===== src/rtl/tts_pkg.sv =====
// Shared definitions for the truth-table sweeper: FSM encoding and golden tables
// for the gate networks it is used to check.
package tts_pkg;

  typedef enum logic [1:0] {
    ST_IDLE  = 2'd0,
    ST_DRIVE = 2'd1,
    ST_FIN   = 2'd2
  } state_t;

  // Z = A.B + B.C with VEC = {A,B,C}; bit i is Z for VEC == i
  localparam logic [7:0] EXP_C3_1 = 8'b1100_1000;

endpackage


===== src/rtl/truth_table_sweeper_if.sv =====
// Control/observe bundle between a sweep controller (master) and the sweeper (slave).
interface truth_table_sweeper_if #(
  parameter int N_IN = 3
);
  logic                   start;
  logic                   abort;
  logic                   z_in;
  logic [N_IN-1:0]        vec;
  logic                   busy;
  logic                   done;
  logic [(1<<N_IN)-1:0]   tbl;
  logic                   pass;

  modport master (output start, abort, z_in, input  vec, busy, done, tbl, pass);
  modport slave  (input  start, abort, z_in, output vec, busy, done, tbl, pass);
endinterface


===== src/rtl/truth_table_sweeper_dwell_counter.sv =====
// Counts clocks a vector has been held; last flags the sampling cycle.
module dwell_counter #(
  parameter int DWELL = 4
) (
  input  logic clk,
  input  logic rst_n,
  input  logic clr,
  input  logic en,
  output logic last
);
  localparam int CW = $clog2(DWELL + 1);

  logic [CW-1:0] cnt;

  always_ff @(posedge clk or negedge rst_n) begin
    if (!rst_n)   cnt <= '0;
    else if (clr) cnt <= '0;
    else if (en)  cnt <= cnt + 1'b1;
  end

  // clr is raised on the last cycle, so cnt never exceeds DWELL-1
  assign last = (cnt == CW'(DWELL - 1));
endmodule


===== src/rtl/truth_table_sweeper.sv =====
// Drives every input vector into a combinational network, captures its output
// into a truth table and flags whether it matches the golden table.
module truth_table_sweeper
  import tts_pkg::*;
#(
  parameter int                   N_IN     = 3,
  parameter int                   DWELL    = 4,
  parameter logic [(1<<N_IN)-1:0] EXPECTED = EXP_C3_1
) (
  input  logic                  clk,
  input  logic                  rst_n,
  truth_table_sweeper_if.slave  sw
);
  localparam int              NV       = 1 << N_IN;
  localparam logic [N_IN-1:0] IDX_LAST = N_IN'(NV - 1);

  state_t          state, state_nxt;
  logic [N_IN-1:0] idx;
  logic [NV-1:0]   tbl_q;
  logic            valid;
  logic            last, clr, en, start_acc, sample, abort_acc;

  dwell_counter #(.DWELL(DWELL)) u_dwell (
    .clk   (clk),
    .rst_n (rst_n),
    .clr   (clr),
    .en    (en),
    .last  (last)
  );

  always_ff @(posedge clk or negedge rst_n) begin
    if (!rst_n) state <= ST_IDLE;
    else        state <= state_nxt;
  end

  always_comb begin
    state_nxt = state;
    sw.busy   = 1'b0;
    sw.done   = 1'b0;
    sw.vec    = '0;
    en        = 1'b0;
    clr       = 1'b0;
    start_acc = 1'b0;
    sample    = 1'b0;
    abort_acc = 1'b0;
    case (state)
      ST_IDLE: begin
        if (sw.start) begin
          start_acc = 1'b1;
          clr       = 1'b1;
          state_nxt = ST_DRIVE;
        end
      end
      ST_DRIVE: begin
        sw.busy = 1'b1;
        sw.vec  = idx;
        en      = 1'b1;
        // abort wins over a sample falling on the same edge
        if (sw.abort) begin
          abort_acc = 1'b1;
          clr       = 1'b1;
          state_nxt = ST_IDLE;
        end else if (last) begin
          sample = 1'b1;
          clr    = 1'b1;
          if (idx == IDX_LAST) state_nxt = ST_FIN;
        end
      end
      ST_FIN: begin
        sw.done   = 1'b1;
        state_nxt = ST_IDLE;
      end
      default: state_nxt = ST_IDLE;
    endcase
  end

  always_ff @(posedge clk or negedge rst_n) begin
    if (!rst_n) begin
      idx   <= '0;
      tbl_q <= '0;
      valid <= 1'b0;
    end else begin
      if (start_acc) begin
        idx   <= '0;
        tbl_q <= '0;
        valid <= 1'b0;
      end
      if (abort_acc) idx <= '0;
      if (sample) begin
        tbl_q[idx] <= sw.z_in;
        // valid rises entering FIN so pass is visible alongside done
        if (idx == IDX_LAST) valid <= 1'b1;
        else                 idx   <= idx + 1'b1;
      end
    end
  end

  assign sw.tbl  = tbl_q;
  assign sw.pass = valid && (tbl_q == EXPECTED);
endmodule


===== src/flat_wrapper.sv =====
// flat-port wrapper written by rule: the top's interface ports become plain ports
module truth_table_sweeper_flat import tts_pkg::*;
#(
  parameter int                   N_IN     = 3,
  parameter int                   DWELL    = 4,
  parameter logic [(1<<N_IN)-1:0] EXPECTED = EXP_C3_1
)
  (clk, rst_n, sw_start, sw_abort, sw_z_in, sw_vec, sw_busy, sw_done, sw_tbl, sw_pass);
  truth_table_sweeper_if #(.N_IN(N_IN)) sw_i ();
  input  logic clk;
  input  logic rst_n;
  input wire logic [$bits(sw_i.start)-1:0] sw_start;
  input wire logic [$bits(sw_i.abort)-1:0] sw_abort;
  input wire logic [$bits(sw_i.z_in)-1:0] sw_z_in;
  output wire logic [$bits(sw_i.vec)-1:0] sw_vec;
  output wire logic [$bits(sw_i.busy)-1:0] sw_busy;
  output wire logic [$bits(sw_i.done)-1:0] sw_done;
  output wire logic [$bits(sw_i.tbl)-1:0] sw_tbl;
  output wire logic [$bits(sw_i.pass)-1:0] sw_pass;
  assign sw_i.start = sw_start;
  assign sw_i.abort = sw_abort;
  assign sw_i.z_in = sw_z_in;
  assign sw_vec = sw_i.vec;
  assign sw_busy = sw_i.busy;
  assign sw_done = sw_i.done;
  assign sw_tbl = sw_i.tbl;
  assign sw_pass = sw_i.pass;
  truth_table_sweeper #(.N_IN(N_IN), .DWELL(DWELL), .EXPECTED(EXPECTED)) u_core (.clk(clk), .rst_n(rst_n), .sw(sw_i));
endmodule

===== config.mk =====
export PLATFORM = sky130hd
export DESIGN_NAME = truth_table_sweeper_flat
export DESIGN_NICKNAME = d
export VERILOG_FILES = /design/src/rtl/tts_pkg.sv /design/src/rtl/truth_table_sweeper_if.sv /design/src/rtl/truth_table_sweeper_dwell_counter.sv /design/src/rtl/truth_table_sweeper.sv /design/src/flat_wrapper.sv
export SDC_FILE = /design/constraint.sdc
export NUM_CORES = 1
export LEC_CHECK = 0
export ABC_AREA = 1
export CORE_ASPECT_RATIO = 0.7
export CORE_MARGIN = 2
export CORE_UTILIZATION = 46
export DETAILED_ROUTE_END_ITERATION = 16
export PLACE_DENSITY = 0.79
export REMOVE_ABC_BUFFERS = 1
export SYNTH_ARGS = -nofsm -noshare
export SYNTH_HDL_FRONTEND = slang
export SYNTH_HIERARCHICAL = 1
export SYNTH_SLANG_ARGS = --single-unit

===== constraint.sdc =====
create_clock -name clk -period 1.25 [get_ports clk]
set_input_delay 0.25 -clock clk [delete_from_list [all_inputs] [get_ports clk]]
set_output_delay 0.25 -clock clk [all_outputs]
set_load 0.01 [all_outputs]

## After elaboration in Yosys (flattened, before gate mapping)

Index checks and enable logic that the tools add are counted.

- Equality and inequality tests: 8
- Order comparisons: 2
- $add $sub $neg: 2
- Reductions and logical operators: 5
- Muxes and demuxes: 31

Operators with widths:

| kind | count |
|---|---|
| 3-bit two-way mux | 7 |
| 8-bit two-way mux | 2 |
| 1-bit two-way mux | 14 |
| 8-bit bitwise mux | 1 |
| 8-bit equality test, second input constant | 1 |
| 2-bit two-way mux | 4 |
| 3-bit by 1-bit adder with 3-bit output, second input constant | 2 |
| 3-bit by 2-bit inequality test with 1-bit output, second input constant | 2 |
| 3-bit by 4-bit < comparator with 1-bit output, second input constant | 1 |
| 2-bit one-hot mux with 2 select lines | 1 |
| 1-bit demux with 3-bit select | 1 |
| 3-bit by 2-bit equality test with 1-bit output, second input constant | 1 |
| 3-bit equality test, second input constant | 1 |
| 3-bit by 1-bit >= comparator with 1-bit output, second input constant | 1 |
| 3-bit AND reduction | 1 |
| 2-bit by 1-bit equality test with 1-bit output, second input constant | 1 |
| 2-bit equality test, second input constant | 1 |
| 1-bit logical AND | 2 |
| 2-bit logical NOT | 1 |
| 2-bit inequality test, second input constant | 1 |
| 1-bit one-hot mux with 2 select lines | 1 |
| 2-bit nonzero test | 1 |

- Flip-flop bits (word level): 17
- Output and inout bits: 14
- Bits of input ports: 5
- Word-level logic and storage cells: 53

## Longest topological paths before layout

Gate-level depths: netlist (run 1).

- Depth in word-level cells: 6
- Mapped depth: 9
- Gate-level depth less buffers: 8

## By module

The synthesis (run 1) kept the hierarchy.

By module, submodules not included:

| module | sequential area each (µm²) | times used | area an instance (µm²) | cells each |
|---|---|---|---|---|
| truth_table_sweeper | 350.3 | 1 | 875.8 | 117 |
| dwell_counter | 75.1 | 1 | 158.9 | 19 |

## Worst setup path before layout (run 1)

Ideal clock, no wire load.

- Path type: register to register
- Start: reg u_core.u_dwell.cnt[0]
- End: reg u_core.tbl_q[2], in the netlist u_core/sw.tbl[2]
- Stages on the path, launching flop included: 10
- Period minus slack after synthesis: 1351 ps
- Data required time: 1137 ps
- Setup time: 113 ps
- Data arrival time: 1238 ps
- Slack: -101 ps
- Buffers on the path: 1
- Cells stage by stage: dfrtp_1 ha_1 ha_1 nand2_1 nor2_4 buf_6 nand3_2 nand2_1 nand2_1 inv_1

- Cells in the longest elaborated chain, start to end: 5

Ends and longest elaborated chain:

| element | line | source |
|---|---|---|
| from (decl) | truth_table_sweeper_dwell_counter.sv:13 | `logic [CW-1:0] cnt;` |
| from (signal assigned) | truth_table_sweeper_dwell_counter.sv:18 | `else if (en) cnt <= cnt + 1'b1;` |
| 3-bit by 2-bit equality test with 1-bit output | truth_table_sweeper_dwell_counter.sv:22 | `assign last = (cnt == CW'(DWELL - 1));` |
| named net u_core.last | truth_table_sweeper.sv:21 | `logic last, clr, en, start_acc, sample, abort_acc;` |
| 1-bit two-way mux | truth_table_sweeper.sv:63 | `end else if (last) begin` |
| 1-bit two-way mux | truth_table_sweeper.sv:59 | `if (sw.abort) begin` |
| 1-bit two-way mux | truth_table_sweeper.sv:46 | `case (state)` |
| 8-bit two-way mux | truth_table_sweeper.sv:89 | `if (sample) begin` |
| to (signal, indexed assignment) | truth_table_sweeper.sv:90 | `tbl_q[idx] <= sw.z_in;` |
| to (decl) | truth_table_sweeper.sv:19 | `logic [NV-1:0] tbl_q;` |

The timed path passes the listed nets, and every way through them passes these cells.
A chain may end at the register's enable or synchronous reset.

## Worst setup path after layout (run 1)

- Start: reg u_core.u_dwell.cnt[0]
- End: reg u_core.tbl_q[0], in the netlist u_core/sw.tbl[0]

The elaborated chain is that of the path after synthesis.

==> reports/metrics.yaml, run 1 <==
outcome: "complete, but fails checks"
violations: "setup timing"
worst_ir_drop_vdd_mv: 0.899
ios: 19
synth_seq_cells: 17
setup-tns-final_ps: -2110
via_per_inst: 5.56
ff2ff_path_depth: 7
hold_viol_final: 0
clock_path_buffers: 2
worstReg2RegStart: "u_core/u_dwell/cnt[0]"
first_iter_violations: 91
crit_required_ps: 1480
min_period_over_period: 1.13
holdCritPathClass: "in2async"
design.die.area_um2: 2650
route.detailed.drc: 0
yosys.cell_types.count: 17
grt_pass1_vias: 1077
layout-drive-gt1-share: 0.482
rsz0062_at_grt: "true"
hold_buffers: 0
clockPowerShare: 0.232
firstDrtPassIters: 4
area_growth_syn_to_layout_pct: 67.5
r2r_slack_ps: -160
combPwrFrac: 0.320
yosys_warnings: 6
root_buffer: "clkbuf_4"
route.vias.total: 1240
num_antenna_cells: 0
p_int_mw: 0.900
pwr-share-seq: 0.448
critPathLaunchType: "flip-flop"
track_usage: 0.264
synth.avg_cell_area_um2: 7.61
total_power_mw: 1.35
io_buffers: 18
netSwitchingPower_mw: 0.452
ys_seq_area_frac: 0.411
cts-buffers-inserted: 3
crit_arrival_ps: 1650
antenna_found_initial: 0
clock-sinks: 17
setup_viol: 21
finClkSkew_ps: 2.11
synthTopCellsByArea: "dfrtp_1 41%, nand2_1 13%, nand3_1 11%"
fp.coreArea_um2: 2140
slew_viol_final: 0
leakage_nw: 0.890
path_class: "reg2reg"
ant_nets: 0
grt_max_degree: 18
rows: 14
cts_tree: "built"
routed_wirelength_mm: 3.79
swShare: 0.334
fmaxAchievable_mhz: 708
dp_slack_ps: -371
maxCapViolations: 0
clk_pin_slew_ps: 100
crit_fanout: 8
synth_top_area_share: 0.411
die_w_um: 60.7
synth_cells: 136
die_h_um: 43.7
start_util: 0.484
h-tree-depth: 1
worstMarginPinSlew_ps: 324
netlist_area_um2: 1030
period_needed_ps: 1410
setup_ws_ps: -163
overflow: 0
wl_per_cell_um: 17.0
end_kind: "flip-flop"
rr_endpoint: "u_core/sw.tbl[0]"
grt_pass1_wl_mm: 4.95
synth_top_cell_by_area: "dfrtp_1"
place_congestion: 0.917
layout.nets: 201
powerDensity_nw_per_um2: 780
final_util: 0.811
clock_latency_ps: 310
fin_cells: 223
dp_hpwl_mm: 1.97
worst_slew_margin_rel: 0.783
placed_cells: 207
power by group through the flow:
| stage | Sequential, mW | Clock (mW) | Combinational, mW |
|---|---|---|---|
| 3_3_place_gp | 0.609 | 0 | 0.236 |
| 6_report | 0.606 | 0.313 | 0.433 |
| 3_5_place_dp | 0.611 | 0 | 0.248 |
| 5_1_grt | 0.609 | 0.352 | 0.457 |
| 2_1_floorplan | 0.610 | 0 | 0.130 |
| 4_1_cts | 0.595 | 0.318 | 0.350 |
sequential cells by signal, summed over array words and instances, names as in the netlist:
name and flops:
u_core/idx 3, u_core/state 2, u_core/sw.tbl 8, u_core/u_dwell/cnt 3
u_core/valid 1
how the worst max path moves through the flow:
stage,slack [ps],from,end,cells after the start
after global routing,-250,u_core/sw.tbl[1],sw_pass,4
final,-160,u_core/u_dwell/cnt[0],u_core/sw.tbl[0],7
after detailed placement,-370,sw_abort,u_core/idx[2],8
after floorplan,-130,u_core/u_dwell/cnt[0],u_core/idx[2],7
after CTS,-130,u_core/sw.tbl[1],sw_pass,4
after global placement,-310,sw_abort,u_core/idx[2],7
placed cells by master (no fill, tap or decap):
master and instances:
nand2_1 28, buf_4 24, buf_6 22, nand3_1 18
dfrtp_1 16, inv_1 13, nor2_1 9, nor2_4 6
nand3_2 6, nand4_1 5, o21ai_1 5, nand2_2 5
clkdlybuf4s50_1 4, buf_2 4, clkbuf_4 3, nand2_4 3
inv_2 3, inv_4 2, nand3_4 2, o21ai_2 2
nor2_2 2, ha_2 2, ha_4 2, clkbuf_1 1
nand2_8 1, o21ai_4 1, buf_12 1, dfrtp_2 1
final cells by class:
class / count / area, um2
tap: 32 / 40.0
inverter: 18 / 72.6
multi-input combinational: 97 / 659
timing repair buffer: 55 / 508
clock buffer: 4 / 26.3
fill: 136 / 404
sequential: 17 / 427
per-stage QoR:
step	hold WS (ps)	instance area, um2
3_3_place_gp	458	1410
3_5_place_dp	473	1410
2_1_floorplan	-45.6	1000
5_1_grt	277	1730
4_1_cts	280	1550
6_report	273	1730
routing by layer:
| layer | track usage | share of wire | up-vias |
|---|---|---|---|
| met4 | 0.100 | 0.015 | 0 |
| li1 | - | - | 552 |
| met3 | 0.0896 | 0.099 | 7 |
| met1 | 0.351 | 0.42 | 602 |
| met2 | 0.400 | 0.47 | 79 |
| met5 | 0 | 0 | - |
critical path, stage by stage, from the launching register on:
cell     delay [ps]
dfrtp_1         420
ha_4            160
ha_4            170
nand2_4          60
nor2_4          150
buf_12          150
nand4_1         100
o21ai_1         120
synth_stat cells (all sizes together):
cell	count
o21ai	8
inv	18
nand3	26
nor2	17
nand4	5
ha	4
nand2	37
dfrtp	17
buf	4
kinds of logic (layout without fill, tap and decap cells):
family	after synthesis	count (layout)	share of synthesized area
adders and majority gates	4	4	0.0484
AOI/OAI and AO/OA	8	8	0.0387
DFF	17	17	0.411
and+or+nand+nor	85	85	0.405
buffers and inverters	22	77	0.0967
timing repair:
action	CTS	global route
gates resized for setup	90	34
setup endpoints to repair	29	30
gates cloned	0	0
setup buffers	9	7
pin swaps	14	11
No activity file was read; power rests on OpenSTA's default activity.
==> inputs of run 2 (changes only) <==
CORE_UTILIZATION = 48   (was 46)
CTS_BUF_LIST = sky130_fd_sc_hd__clkbuf_8   (was not set)
PLACE_DENSITY = 0.82   (was 0.79)
==> reports/metrics.yaml, run 2 (synthesized netlist as in run 1, its figures left out) <==
outcome: "complete, but fails checks"
violations: "setup timing"
h-tree-depth: 1
area_growth_syn_to_layout_pct: 62.0
cts_tree: "built"
grt_pass1_wl_mm: 5.48
crit_arrival_ps: 1250
fin_cells: 216
largest_reg_flops: 8
fp.coreArea_um2: 2080
wl_per_cell_um: 17.7
crit_required_ps: 1000
first_iter_violations: 122
route.detailed.drc: 0
period_needed_ps: 1500
track_usage: 0.290
total_power_mw: 1.45
routed_wirelength_mm: 3.83
place_congestion: 0.830
leakage_nw: 0.874
worst_ir_drop_vdd_mv: 0.649
worst_slew_margin_rel: 0.786
die_w_um: 59.5
fmaxAchievable_mhz: 668
overflow: 0
via_per_inst: 5.82
grt_max_degree: 18
ant_nets: 0
route.vias.total: 1258
slew_viol_final: 0
place_area_um2: 1410
fillers: 123
final_util: 0.804
powerDensity_nw_per_um2: 863
critPathLaunchType: "flip-flop"
clock_path_buffers: 2
clock_latency_ps: 250
postLayoutCellArea_um2: 1680
path_class: "reg2out"
root_buffer: "clkbuf_8"
die_h_um: 42.8
hold_buffers: 0
clk_pin_slew_ps: 70
antenna_found_initial: 0
ios: 19
finClkSkew_ps: 4.85
hold_slack_ps: 319
hold_viol_final: 0
firstDrtPassIters: 4
most-common-layout-cells: "29 x buf_4, 25 x nand2_1, 17 x dfrtp_1"
io_buffers: 18
worstMarginPinSlew_ps: 320
dp_hpwl_mm: 2.05
placed_cells: 200
setup_ws_ps: -246
crit_fanout: 2
layout.nets: 202
layout_commonest_cell: "buf_4"
rows: 14
setup_viol: 19
start_util: 0.496
holdCritPathClass: "in2async"
grt_pass1_vias: 1166
end_kind: "primary output"
design.die.area_um2: 2550
num_antenna_cells: 0
clock-sinks: 17
cts-buffers-inserted: 3
rsz0062_at_grt: "true"
layout-drive-gt1-share: 0.521
min_period_over_period: 1.20
maxCapViolations: 0
==> run 2: cell types whose count changed in the layout (fill, tap and decap cells not counted), sizes merged <==
cell / previous run / this run
buf: 51 / 46
clkbuf: 4 / 8
inv: 18 / 19
nor2: 17 / 18
==> run 2: worst max-delay path: stages (launching register included) <==
cell	delay (ps)
dfrtp_1	390
nor2_1	140
nand4_1	170
nor2_1	150
buf_2	150
==> run 2: per-layer routing <==
metal / vias to the layer above / global-route usage / routed length (um)
met4: 0 / 0.0800 / 232
met5: - / 0 / 0
met3: 30 / 0.0610 / 345
met1: 588 / 0.369 / 1400
met2: 88 / 0.495 / 1860
li1: 552 / - / -
==> run 2: layout make-up <==
cell class / count / area, um2 / share of cell area
multi-input combinational: 98 / 669 / 0.399
timing repair buffer: 55 / 437 / 0.260
sequential: 17 / 425 / 0.254
inverter: 18 / 70.1 / 0.0418
clock buffer: 3 / 41.3 / 0.0246
tap: 24 / 30.0 / 0.0179
clock inverter: 1 / 3.75 / 0.00224
==> run 2: what timing repair did <==
item                       4_1_cts  5_1_grt
pin swaps                       20       17
setup endpoints to repair       29       31
cloned                           1        0
gates resized for setup         69       44
buffers inserted                 7        6
==> run 2: power by group <==
group	switching, mW	leakage, nW	internal (mW)
Combinational	0.242	0.613	0.201
Clock	0.188	0.0269	0.218
Sequential	0.0210	0.234	0.577
Total	0.450	0.874	0.997
==> run 2: final timing paths <==
kind,start,end,slack (ps),cells past startpoint
max in group asynchronous,rst_n,u_core/idx[2],730,2
hold reg to reg,u_core/u_dwell/cnt[2],u_core/u_dwell/cnt[2],510,2
min in group clk,u_core/u_dwell/cnt[2],u_core/u_dwell/cnt[2],510,2
hold / removal,rst_n,u_core/sw.tbl[6],320,2
setup / recovery,u_core/sw.tbl[4],sw_pass,-250,4
setup reg to reg,u_core/u_dwell/cnt[0],u_core/idx[1],-150,8
==> run 2: through the flow <==
stage | setup WS [ps] | setup TNS [ps]
2_1_floorplan | -127 | -783
3_3_place_gp | -275 | -3750
3_5_place_dp | -302 | -4370
4_1_cts | -145 | -1120
5_1_grt | -294 | -2930
6_report | -246 | -1790
